<file path="src/rtl/message_tx_scheduler.sv">
// Purpose : latches per-class send requests and arbitrates them onto CommunicationSender
//           with ack tracking, timeout/retry and an automatic are_you_there heartbeat.
// Latency : a request pulse leads to send_new_message two cycles later when the sender is idle.
// Backpressure: nothing is issued while message_sent is low. Requests are held as pending flags
//           and are never dropped; a repeat request overwrites the latched payload.
//
// Ports:
//   i_clock / i_reset          : clock, synchronous active-high reset
//   i_req_*  + payload inputs  : one-cycle request pulses with the payload to latch
//   i_message_sent             : sender idle/complete level
//   i_message_acked            : ack pulse from the remote receiver
//   o_send_new_message         : one-cycle start pulse to the sender
//   o_*_tx selects / payload   : one-hot message type and payload fields, stable while in flight
//   o_busy                     : scheduler is not IDLE
//   o_link_lost                : one-cycle pulse when retries are exhausted

module message_tx_scheduler #(
    parameter int ACK_TIMEOUT      = 50000,
    parameter int MAX_RETRIES      = 3,
    parameter int HEARTBEAT_CYCLES = 5000000
) (
    input  logic       i_clock,
    input  logic       i_reset,
    input  logic       i_req_ball,
    input  logic [8:0] i_ball_y_in,
    input  logic [3:0] i_velocity_x_in,
    input  logic [3:0] i_velocity_y_in,
    input  logic       i_sign_y_in,
    input  logic       i_req_miss,
    input  logic [4:0] i_my_score_in,
    input  logic [4:0] i_your_score_in,
    input  logic       i_you_should_serve_in,
    input  logic       i_req_new_game,
    input  logic       i_you_serve_first_in,
    input  logic       i_req_new_game_ack,
    input  logic       i_message_sent,
    input  logic       i_message_acked,
    output logic       o_send_new_message,
    output logic       o_ball_message_tx,
    output logic       o_miss_message_tx,
    output logic       o_new_game_message_tx,
    output logic       o_new_game_ack_message_tx,
    output logic       o_are_you_there_tx,
    output logic [8:0] o_ball_y_tx,
    output logic [3:0] o_velocity_x_tx,
    output logic [3:0] o_velocity_y_tx,
    output logic       o_sign_y_tx,
    output logic [4:0] o_my_score_tx,
    output logic [4:0] o_your_score_tx,
    output logic       o_you_should_serve_tx,
    output logic       o_you_serve_first_tx,
    output logic       o_busy,
    output logic       o_link_lost
);

    localparam int ACK_W = $clog2(ACK_TIMEOUT + 1);
    localparam int RTY_W = $clog2(MAX_RETRIES + 1);
    localparam int IDL_W = $clog2(HEARTBEAT_CYCLES + 1);

    localparam logic [ACK_W-1:0] ACK_LAST  = ACK_W'(ACK_TIMEOUT - 1);
    localparam logic [RTY_W-1:0] RETRY_MAX = RTY_W'(MAX_RETRIES);
    localparam logic [IDL_W-1:0] IDLE_LAST = IDL_W'(HEARTBEAT_CYCLES - 1);

    typedef enum logic [2:0] {
        S_IDLE, S_ISSUE, S_HOLD, S_SENDING, S_WAIT_ACK
    } state_t;

    typedef enum logic [2:0] {
        C_NGA, C_NG, C_MISS, C_BALL, C_AYT
    } cls_t;

    state_t r_state;
    cls_t   r_cls;

    logic r_pend_ball, r_pend_miss, r_pend_ng, r_pend_nga, r_pend_ayt;

    // Latched request payloads; the outputs are reloaded from these on every (re)issue.
    logic [8:0] r_ball_y;
    logic [3:0] r_vel_x;
    logic [3:0] r_vel_y;
    logic       r_sign_y;
    logic [4:0] r_my_score;
    logic [4:0] r_your_score;
    logic       r_you_serve;
    logic       r_serve_first;

    logic [ACK_W-1:0] r_ack_cnt;
    logic [RTY_W-1:0] r_retry_cnt;
    logic [IDL_W-1:0] r_idle_cnt;

    logic w_any_pend;
    cls_t w_win;
    cls_t w_load_cls;
    logic w_start;
    logic w_timeout;
    logic w_retry;
    logic w_load;
    logic w_cls_ack;
    logic w_done;

    always_comb begin
        w_any_pend = r_pend_nga | r_pend_ng | r_pend_miss | r_pend_ball | r_pend_ayt;
        w_win      = C_AYT;
        if (r_pend_nga)       w_win = C_NGA;
        else if (r_pend_ng)   w_win = C_NG;
        else if (r_pend_miss) w_win = C_MISS;
        else if (r_pend_ball) w_win = C_BALL;
    end

    assign w_start   = (r_state == S_IDLE) && w_any_pend && i_message_sent;
    // An ack arriving in the terminal-count cycle wins over the timeout.
    assign w_timeout = (r_state == S_WAIT_ACK) && !i_message_acked && (r_ack_cnt == ACK_LAST);
    assign w_retry   = w_timeout && (r_retry_cnt != RETRY_MAX);
    assign w_load    = w_start || w_retry;
    assign w_cls_ack = (r_cls == C_BALL) || (r_cls == C_MISS) || (r_cls == C_NG);
    assign w_done    = ((r_state == S_SENDING) && i_message_sent && !w_cls_ack) ||
                       ((r_state == S_WAIT_ACK) && i_message_acked) ||
                       (w_timeout && !w_retry);

    // Fresh issues use the arbitration winner; retries reload the class in flight.
    always_comb begin
        w_load_cls = r_cls;
        if (r_state == S_IDLE) w_load_cls = w_win;
    end

    assign o_busy = (r_state != S_IDLE);

    always_ff @(posedge i_clock) begin
        if (i_reset) begin
            r_state                   <= S_IDLE;
            r_cls                     <= C_NGA;
            r_pend_ball               <= 1'b0;
            r_pend_miss               <= 1'b0;
            r_pend_ng                 <= 1'b0;
            r_pend_nga                <= 1'b0;
            r_pend_ayt                <= 1'b0;
            r_ball_y                  <= '0;
            r_vel_x                   <= '0;
            r_vel_y                   <= '0;
            r_sign_y                  <= 1'b0;
            r_my_score                <= '0;
            r_your_score              <= '0;
            r_you_serve               <= 1'b0;
            r_serve_first             <= 1'b0;
            r_ack_cnt                 <= '0;
            r_retry_cnt               <= '0;
            r_idle_cnt                <= '0;
            o_send_new_message        <= 1'b0;
            o_ball_message_tx         <= 1'b0;
            o_miss_message_tx         <= 1'b0;
            o_new_game_message_tx     <= 1'b0;
            o_new_game_ack_message_tx <= 1'b0;
            o_are_you_there_tx        <= 1'b0;
            o_ball_y_tx               <= '0;
            o_velocity_x_tx           <= '0;
            o_velocity_y_tx           <= '0;
            o_sign_y_tx               <= 1'b0;
            o_my_score_tx             <= '0;
            o_your_score_tx           <= '0;
            o_you_should_serve_tx     <= 1'b0;
            o_you_serve_first_tx      <= 1'b0;
            o_link_lost               <= 1'b0;
        end else begin
            o_send_new_message <= 1'b0;
            o_link_lost        <= 1'b0;

            // Heartbeat timer: runs only while nothing is pending in IDLE.
            if (o_send_new_message) begin
                r_idle_cnt <= '0;
            end else if ((r_state == S_IDLE) && !w_any_pend) begin
                if (r_idle_cnt == IDLE_LAST) begin
                    r_idle_cnt <= '0;
                    r_pend_ayt <= 1'b1;
                end else begin
                    r_idle_cnt <= r_idle_cnt + 1'b1;
                end
            end

            case (r_state)
                S_IDLE: begin
                    if (w_start) begin
                        r_cls                     <= w_win;
                        o_new_game_ack_message_tx <= (w_win == C_NGA);
                        o_new_game_message_tx     <= (w_win == C_NG);
                        o_miss_message_tx         <= (w_win == C_MISS);
                        o_ball_message_tx         <= (w_win == C_BALL);
                        o_are_you_there_tx        <= (w_win == C_AYT);
                        o_send_new_message        <= 1'b1;
                        r_state                   <= S_ISSUE;
                    end
                end
                S_ISSUE: r_state <= S_HOLD;
                // Sender gets one cycle to drop message_sent before it is trusted again.
                S_HOLD:  r_state <= S_SENDING;
                S_SENDING: begin
                    if (i_message_sent) begin
                        if (w_cls_ack) begin
                            r_ack_cnt <= '0;
                            r_state   <= S_WAIT_ACK;
                        end else begin
                            r_state <= S_IDLE;
                        end
                    end
                end
                S_WAIT_ACK: begin
                    if (i_message_acked) begin
                        r_retry_cnt <= '0;
                        r_state     <= S_IDLE;
                    end else if (r_ack_cnt == ACK_LAST) begin
                        r_ack_cnt <= '0;
                        if (w_retry) begin
                            r_retry_cnt        <= r_retry_cnt + 1'b1;
                            o_send_new_message <= 1'b1;
                            r_state            <= S_ISSUE;
                        end else begin
                            r_retry_cnt <= '0;
                            o_link_lost <= 1'b1;
                            r_state     <= S_IDLE;
                        end
                    end else begin
                        r_ack_cnt <= r_ack_cnt + 1'b1;
                    end
                end
                default: r_state <= S_IDLE;
            endcase

            if (w_load) begin
                case (w_load_cls)
                    C_BALL: begin
                        o_ball_y_tx     <= r_ball_y;
                        o_velocity_x_tx <= r_vel_x;
                        o_velocity_y_tx <= r_vel_y;
                        o_sign_y_tx     <= r_sign_y;
                    end
                    C_MISS: begin
                        o_my_score_tx         <= r_my_score;
                        o_your_score_tx       <= r_your_score;
                        o_you_should_serve_tx <= r_you_serve;
                    end
                    C_NG:    o_you_serve_first_tx <= r_serve_first;
                    default: ;
                endcase
            end

            if (w_done) begin
                o_ball_message_tx         <= 1'b0;
                o_miss_message_tx         <= 1'b0;
                o_new_game_message_tx     <= 1'b0;
                o_new_game_ack_message_tx <= 1'b0;
                o_are_you_there_tx        <= 1'b0;
                case (r_cls)
                    C_NGA:   r_pend_nga  <= 1'b0;
                    C_NG:    r_pend_ng   <= 1'b0;
                    C_MISS:  r_pend_miss <= 1'b0;
                    C_BALL:  r_pend_ball <= 1'b0;
                    default: r_pend_ayt  <= 1'b0;
                endcase
            end

            // Request capture comes last so a new request beats a same-cycle completion clear.
            if (i_req_ball) begin
                r_pend_ball <= 1'b1;
                r_ball_y    <= i_ball_y_in;
                r_vel_x     <= i_velocity_x_in;
                r_vel_y     <= i_velocity_y_in;
                r_sign_y    <= i_sign_y_in;
            end
            if (i_req_miss) begin
                r_pend_miss  <= 1'b1;
                r_my_score   <= i_my_score_in;
                r_your_score <= i_your_score_in;
                r_you_serve  <= i_you_should_serve_in;
            end
            if (i_req_new_game) begin
                r_pend_ng     <= 1'b1;
                r_serve_first <= i_you_serve_first_in;
            end
            if (i_req_new_game_ack) begin
                r_pend_nga <= 1'b1;
            end
        end
    end

endmodule

</file>
<file path="config.mk">
export PLATFORM = sky130hd
export DESIGN_NAME = message_tx_scheduler
export DESIGN_NICKNAME = d
export VERILOG_FILES = /design/src/rtl/message_tx_scheduler.sv
export SDC_FILE = /design/constraint.sdc
export NUM_CORES = 1
export LEC_CHECK = 0
export CAP_MARGIN = 20
export CORE_ASPECT_RATIO = 0.75
export CORE_MARGIN = 5
export CORE_UTILIZATION = 59
export DETAILED_ROUTE_END_ITERATION = 10
export PLACE_DENSITY_LB_ADDON = 0.25
export RECOVER_POWER = 100
export SLEW_MARGIN = 20
export SYNTH_ARGS = -nofsm -noshare
export SYNTH_HDL_FRONTEND = slang
export SYNTH_SLANG_ARGS = --single-unit
</file>
<file path="constraint.sdc">
create_clock -name i_clock -period 5.6 [get_ports i_clock]
set_clock_uncertainty 0.15 [all_clocks]
set_input_delay 1.68 -clock i_clock [delete_from_list [all_inputs] [get_ports i_clock]]
set_output_delay 1.68 -clock i_clock [all_outputs]
set_load 0.02 [all_outputs]
</file>
### Word-level counts from Yosys, hierarchy flattened

Index checks and enable logic that the tools add are counted.

| word-level totals | value |
|---|---|
| logic and storage cells | 156 |
| output and inout port bits | 38 |
| bits in registers | 119 |
| bits of input ports | 38 |

| cells by class | value |
|---|---|
| eq/ne operators | 22 |
| bitwise logic cells | 6 |
| multiplexer cells | 44 |
| reduce and logical (&&, ||, !) cells | 48 |
| $add $sub $neg | 3 |

Operator list:

| cell | number |
|---|---|
| 2-to-1 mux 16 bit | 4 |
| one-hot mux 16 bit (2 select lines) | 1 |
| 2-to-1 mux 3 bit | 10 |
| == test 3 x 2 -> 1 bit, second input constant | 8 |
| adder 23 x 1 -> 23 bit, second input constant | 1 |
| == test 23 bit, second input constant | 1 |
| 2-to-1 mux 1 bit | 23 |
| 2-to-1 mux 23 bit | 1 |
| nonzero test 2 bit | 10 |
| AND reduction 2 bit | 9 |
| adder 16 x 1 -> 16 bit, second input constant | 1 |
| == test 16 bit, second input constant | 1 |
| one-hot mux 3 bit (5 select lines) | 1 |
| == test 3 x 1 -> 1 bit, second input constant | 4 |
| logical AND 1 bit | 10 |
| inequality test 2 bit, second input constant | 5 |
| zero test 3 bit | 3 |
| OR reduction 4 bit | 2 |
| == test 3 bit, second input constant | 2 |
| 2-to-1 mux 2 bit | 3 |
| logical OR 1 bit | 5 |
| zero test 1 bit | 4 |
| OR 1 bit | 4 |
| AND reduction 4 bit | 1 |
| 7 further kinds | 9 |

### Logic depth before layout (Yosys ltp)

| depth | value |
|---|---|
| depth after elaboration | 10 |
| depth in mapped cells | 9 |

### Worst setup path before layout

Ideal clock, no wire load.

| timing | value |
|---|---|
| kind | in2reg |
| from | input port i_message_acked |
| to | register r_ack_cnt[1] |
| library setup time | 114 ps |
| buffers on the path | 2 |
| setup slack | 2,124 ps |
| data required time | 5,336 ps |
| cell stages on the path | 7 |
| arrival | 3,211 ps |
| cell sequence | or4b_2 o21ai_1 o21a_1 or2_2 clkbuf_1 buf_4 nor2_1 |

| between the ends | value |
|---|---|
| longest elaborated chain between the ends | 2 |

RTL lines:

| item | RTL line | RTL |
|---|---|---|
| start: declaration | 37 | `input logic i_message_acked,` |
| inequality test 2 bit (no line) | -- |  |
| AND reduction 4 bit (no line) | -- |  |
| end signal: assignment | 221 | `r_ack_cnt <= r_ack_cnt + 1'b1;` |
| end: declaration | 87 | `logic [ACK_W-1:0] r_ack_cnt;` |

Every way passes these cells.
A chain may end at the register's enable or synchronous reset.

### Worst setup path after layout

| timing | value |
|---|---|
| from | register r_state[0] |
| to | output port o_busy |

| between the ends | value |
|---|---|
| longest elaborated chain between the ends | 1 |

RTL lines:

| item | RTL line | RTL |
|---|---|---|
| start: declaration | 72 | `state_t r_state;` |
| start signal: assignment | 130 | `r_state <= S_IDLE;` |
| start signal: assignment | 189 | `r_state <= S_ISSUE;` |
| start signal: assignment | 192 | `S_ISSUE: r_state <= S_HOLD;` |
| nonzero test 3 bit | 126 | `assign o_busy = (r_state != S_IDLE);` |
| end: declaration | 52 | `output logic o_busy,` |

Every way passes these cells.

==> results.sh <==
export IMPL_finalCriticalPeriod_ps=4620
export IMPL_cts_tree="yes"
export IMPL_synth_enable_flop_cells=0
export IMPL_place_gp_congestion=0.840
export IMPL_grt_pass1_vias=4184
export IMPL_diodes=0
export IMPL_finalCritPeriodShare_pct=82.5
export IMPL_via_count=4272
export IMPL_cts_resized=0
export IMPL_die_x_microns=120
export IMPL_netlist_area_sq_mm=0.00532
export IMPL_synth_cell_types=59
export IMPL_layout_drive_gt1_share_pct=7.14
export IMPL_layout_common_cells="dfxtp_1, nor2_1, nand2b_1"
export IMPL_hpwlAfterDp_microns=8000
export IMPL_p_per_area_mw_per_mm2=355
export IMPL_start_util_pct=59.6
export IMPL_max_freq_ghz=0.216
export IMPL_yosysSeqAreaShare_pct=44.7
export IMPL_cts_made_buffers=17
export IMPL_status="complete, but fails checks"
export IMPL_tightest_slew_ps=2470
export IMPL_core_sq_mm=0.00893
export IMPL_row_count=30
export IMPL_clock_path_buffers=2
export IMPL_clkTransAtPathRegs_ps=50
export IMPL_r2r_end="r_idle_cnt[5]"
export IMPL_drc=0
export IMPL_clkSinkCount=119
export IMPL_p_leak_nw=2.56
export IMPL_r2r_start="r_state[0]"
export IMPL_area_delta_synth_final_pct=23.9
export IMPL_hold_buffers=0
export IMPL_violations="max-capacitance violations, max-slew violations"
export IMPL_grt_max_degree=75
export IMPL_syn_nets=607
export IMPL_antenna_found_initial=0
export IMPL_die_h_microns=92.3
export IMPL_pre_cts_slack_ps=1530
export IMPL_holdPathEnd="o_ball_message_tx"
export IMPL_placement_cell_area_sq_mm=0.00606
export IMPL_critPathLaunchType="flop"
export IMPL_hold_path_class="flop to flop"
export IMPL_cp_data_required_time_ps=3770
export IMPL_grt_overflow_total=0
export IMPL_critPathKind="flop to output pin"
export IMPL_r2r_slack_ps=1570
export IMPL_synth_top_cells_by_area="dfxtp_1, mux2i_1, nand2b_1"
export IMPL_synth_top_area_share_pct=44.7
export IMPL_fin_ws_ps=979
export IMPL_cp_end_kind="output pin"
export IMPL_syn_inst=566
export IMPL_hp_start="o_ball_message_tx"
export IMPL_async_reset_ff_share_pct=0
export IMPL_synth_area_per_cell_sq_um=9.41
export IMPL_slew_headroom_pct=-64.7
export IMPL_num_io_pins=76
export IMPL_synth_top_area_cell="dfxtp_1"
export IMPL_cts_root_buf="clkbuf_16"
export IMPL_drv_slew=75
export IMPL_portBuffers=75
export IMPL_insertion_delay_ps=410
export IMPL_final_area_sq_mm=0.00659
export IMPL_mostFrequentLayoutCell="dfxtp_1"
export IMPL_final_setup_tns_ps=0
export IMPL_critical_path_max_fanout=11
export IMPL_placedCellCount=725
export IMPL_finalHoldViolations=0
export IMPL_ys_ff_latch=119
export IMPL_wl_microns=11800
export IMPL_wire_per_inst_microns=15.6
export IMPL_dieArea_sq_mm=0.0110
export IMPL_rsz0062_at_grt="false"
export IMPL_maxCapViolCount=1
export IMPL_h_tree_depth=4
export IMPL_ys_warn_count=0
export IMPL_post_cts_buffers=0
export IMPL_grt_pass1_wl_microns=19700
export IMPL_first_pass_iters=5
export IMPL_drt_iter0_drc=365
export IMPL_ir_worst_vdd_v=0.000195
export IMPL_synth_ff_type="dfxtp_1"
export IMPL_instances_no_fill=756
export IMPL_drtAntennaViolNets=0
export IMPL_r2r_cells=6
export IMPL_holdPathStages=2
export IMPL_nNetsFinal=673
export IMPL_finalSetupViolCount=0
export IMPL_total_power_mw=2.34
export IMPL_vias_per_cell=5.65
export IMPL_worst_ep_arrival_time_ps=2790
export IMPL_grtUsageTotal_pct=22.2
-- synthesized netlist by cell type (3+ instances only) --
master    number
a211oi_1       4
a21oi_1       15
a32o_1         3
and3_1        13
and4_1         4
buf_1          3
buf_2          4
buf_4          3
buf_6          4
clkbuf_1      17
dfxtp_1      119
ha_1           3
mux2i_1       62
nand2_1       19
nand2b_1      63
nand3_1       22
nand4_1       15
nor2_1        85
nor2b_1        3
nor3_1         9
nor4_1         7
nor4b_1        3
o21a_1         3
o21ai_0        4
or2_2          3
or3_1          4
xnor2_1        5
xor2_1        27
-- kinds of logic after synthesis --
kind of cell | share of synthesized area, %
AO/OA/AOI/OAI | 5.59
XOR/XNOR | 5.26
adder cells (fa/ha/maj) | 0.705
buffers and inverters | 3.41
flip-flops | 44.7
multiplexers | 11.7
AND/OR/NAND/NOR | 28.6
-- layer usage --
metal / up-vias / track usage, % / wire (microns)
met5: - / 0 / 0
met4: 0 / 9.15 / 207
met3: 18 / 8.01 / 802
met2: 132 / 36.7 / 5810
met1: 2027 / 26.1 / 4940
li1: 2095 / - / -
-- where the power goes --
group	internal [mW]	total (mW)	leakage [nW]	switching, mW
Combinational	0.147	0.355	1.31	0.207
Clock	0.682	1.05	0.282	0.366
Sequential	0.889	0.937	0.967	0.0482
-- area by class of cell --
| type | count | area (sq um) |
|---|---|---|
| clock buffer | 22 | 474 |
| clock inverter | 9 | 100 |
| fill | 620 | 2340 |
| inverter | 1 | 3.75 |
| multi-input combinational | 414 | 2730 |
| sequential | 119 | 2380 |
| tap | 112 | 140 |
| timing repair buffer | 79 | 759 |
-- per-stage QoR --
step           utilization (%)  hold WS (ps)
2_1_floorplan                -           301
3_3_place_gp              67.9           300
6_report                  73.8           311
3_5_place_dp              67.9           307
5_1_grt                   73.8           337
4_1_cts                   74.3           315
-- worst max path at each step --
stage | end | start | slack, ps
finish | o_busy | r_state[0] | 980
CTS | o_busy | r_state[0] | 1630
global route | o_busy | r_state[0] | 810
global placement | r_ack_cnt[9] | i_message_acked | 1620
floorplan | r_ack_cnt[1] | i_message_acked | 2120
detailed placement | r_ack_cnt[9] | i_message_acked | 1530
-- registers in the layout (all words and copies together), names as in the netlist, 2 cells and up --
signal and cells:
r_idle_cnt 23, o_my_score_tx 5, r_vel_x 4, r_ball_y 9, r_state 3, r_vel_y 4, r_your_score 5, o_ball_y_tx 9
o_velocity_y_tx 4, r_my_score 5, r_ack_cnt 16, o_your_score_tx 5, o_velocity_x_tx 4, r_retry_cnt 2, r_cls 3
-- critical path, cell delays in order (launching register included) --
cell and delay (ps):
dfxtp_1 410, nor3_1 860, inv_1 360, dlygate4sd3_1 750
Power figures use the tool's default switching activity.
==> variant (config.mk and constraints unchanged) <==
Make the reset (`i_reset`) asynchronous in one clocked block. Comments in the files are not updated.
--- a/src/rtl/message_tx_scheduler.sv
+++ b/src/rtl/message_tx_scheduler.sv
@@ -126,5 +126,5 @@
     assign o_busy = (r_state != S_IDLE);
 
-    always_ff @(posedge i_clock) begin
+    always_ff @(posedge i_clock or posedge i_reset) begin
         if (i_reset) begin
             r_state                   <= S_IDLE;
Behaviour: differs if i_reset is asserted again (counterexample within 4 cycles, from zero or initial values and one cycle with i_reset high); with i_reset held inactive, the same outputs for 10 cycles.
==> variant against the original RTL <==
  * The flow still finishes with violations (capacitance limit, slew limit)
  * Design area is 4.4% higher
  * Power rose by 2.7%
  * Count of clock-buffer cells in the layout decreased by 3
  * Worst hold slack better by 0.036 ns
  * Combinational power shrank 22%
  * Synthesized area up 3.2%
  * Final cell count fell by 5.7%
  * Sequential cell count stayed put
  * Register-to-register slack improved by 0.27 ns
  * Routed wire length rose by 10%
  * Setup slack better by 0.13 ns
==> variant: results (changes against the original RTL) <==
stage	metric	value	unit	change
grt	number of global-route vias before repair	4243		+1.4%
flow_run	maxcap violations	1		unchanged
run_status	failing checks	capacitance limit, slew limit		
synthesis	ys flop type	dfrtp_1		
layout	Final Cell Area	0.00688	mm²	+4.4%
synthesis	mux contribution to synthesized area	0.123		+0.00635
timing	Slew Limit Headroom	-0.255		+0.392
route	DRT iter0 DRCs	345		-5.5%
worst_setup_path	CP max stage delay	0.81	ns	-0.05 ns
grt	initial antenna violation count	0		unchanged
grt	met1 Usage GRT	0.321		+0.0600
route	wire per inst	18.2	µm	+17%
synthesis	Unique masters post-synth	55		-6.8%
synthesis	Seq/Total Area, Yosys	0.542		+0.0943
route	wire length on met2	6.27	mm	+8.0%
clock_tree	CTS Buffer Depth	2		unchanged
route	Top Layer Used	met4		
placement	placed instance area	0.00632	mm²	+4.3%
placement	post-DP HPWL	8.11	mm	+1.3%
synthesis	area share of the largest cell type after synthesis	0.542		+0.0943
pwr	Max IR drop VDD	219	µV	+12%
route	vias per cell	5.96		+5.4%
grt	met2 Use GR	0.384		+0.0169
synthesis	Adder-Cell Fraction of Synth Area	0.00683		-0.000221
synthesis	Syn Nets	536		-12%
grt	largest net degree at the start of global routing	91		+21%
layout	Non-Filler Instances	713		-5.7%
layout	ratio of cells with drive above 1 in the final layout	0.179		+0.108
layout	fillers	606		-2.3%
worst_setup_path	CP arrival	2.66	ns	-0.13 ns
worst_setup_path	Worst path slowest cell	nor3_1		
run_status	status	complete, but fails checks		
worst_setup_path	crit-path max FO	9		-2
layout	nets@finish	613		-8.9%
synthesis	Compound-Gate Fraction of Synth Area	0.0794		+0.0235
synthesis	ranking of synthesized cells by instance count	dfrtp_1 (119), mux2_2 (60), nand2_1 (45)		
synthesis	xor/xnor cell area share of the yosys netlist	0.0271		-0.0256
synthesis	Synth warnings	0		unchanged
timing	max-slew violation count	91		+21%
route	WL met1	5.59	mm	+13%
route	Routed met3 length	931	µm	+16%
placement	Cells after DPL	681		-6.1%
grt	first-pass GRT wire length	21.6	mm	+9.5%
placement	pre-CTS setup slack	1.32	ns	-0.212 ns
pwr	Lkg Pwr	0.00298	µW	+16%
grt	met3 Use GR	0.0828		+0.00268
synthesis	Area contributors post-synth	dfrtp_1 (54%), mux2_2 (12%), nand2_1 (3.1%)		
synthesis	cell count after synthesis	495		-13%
grt	global-route usage over all layers	0.245		+0.0232
placement	gpl congestion	0.879		+4.7%
synthesis	async set-reset flop share out of synthesis	1.00		+1.00
==> variant: path summary, 6_finish.rpt <==
kind | endpoint | cells past startpoint | slack, ns | from
worst max-delay path | o_busy | 3 | 1.11 | r_state[2]
worst min-delay path | o_my_score_tx[4] | 1 | 0.35 | o_my_score_tx[4]
worst max register to register | o_my_score_tx[3] | 6 | 1.84 | r_state[2]
worst min register to register | o_my_score_tx[4] | 1 | 0.35 | o_my_score_tx[4]
max in group asynchronous | r_vel_y[1] | 3 | 1.98 | i_reset
min in group asynchronous | r_vel_y[2] | 2 | 2.11 | i_reset
==> variant: area by class of cell <==
cell class | instances | area share
Clock buffer | 19 | 0.0643
Clock inverter | 13 | 0.0214
Tap cell | 128 | 0.0233
Timing Repair Buffer | 80 | 0.113
Inverter | 14 | 0.00818
Multi-Input combinational cell | 340 | 0.337
Sequential cell | 119 | 0.433
==> variant: power breakdown <==
group          internal (µW)  leakage [µW]  switching [µW]
sequential               946       0.00156            93.5
clock                    671      0.000276             413
combinational            127       0.00114             151
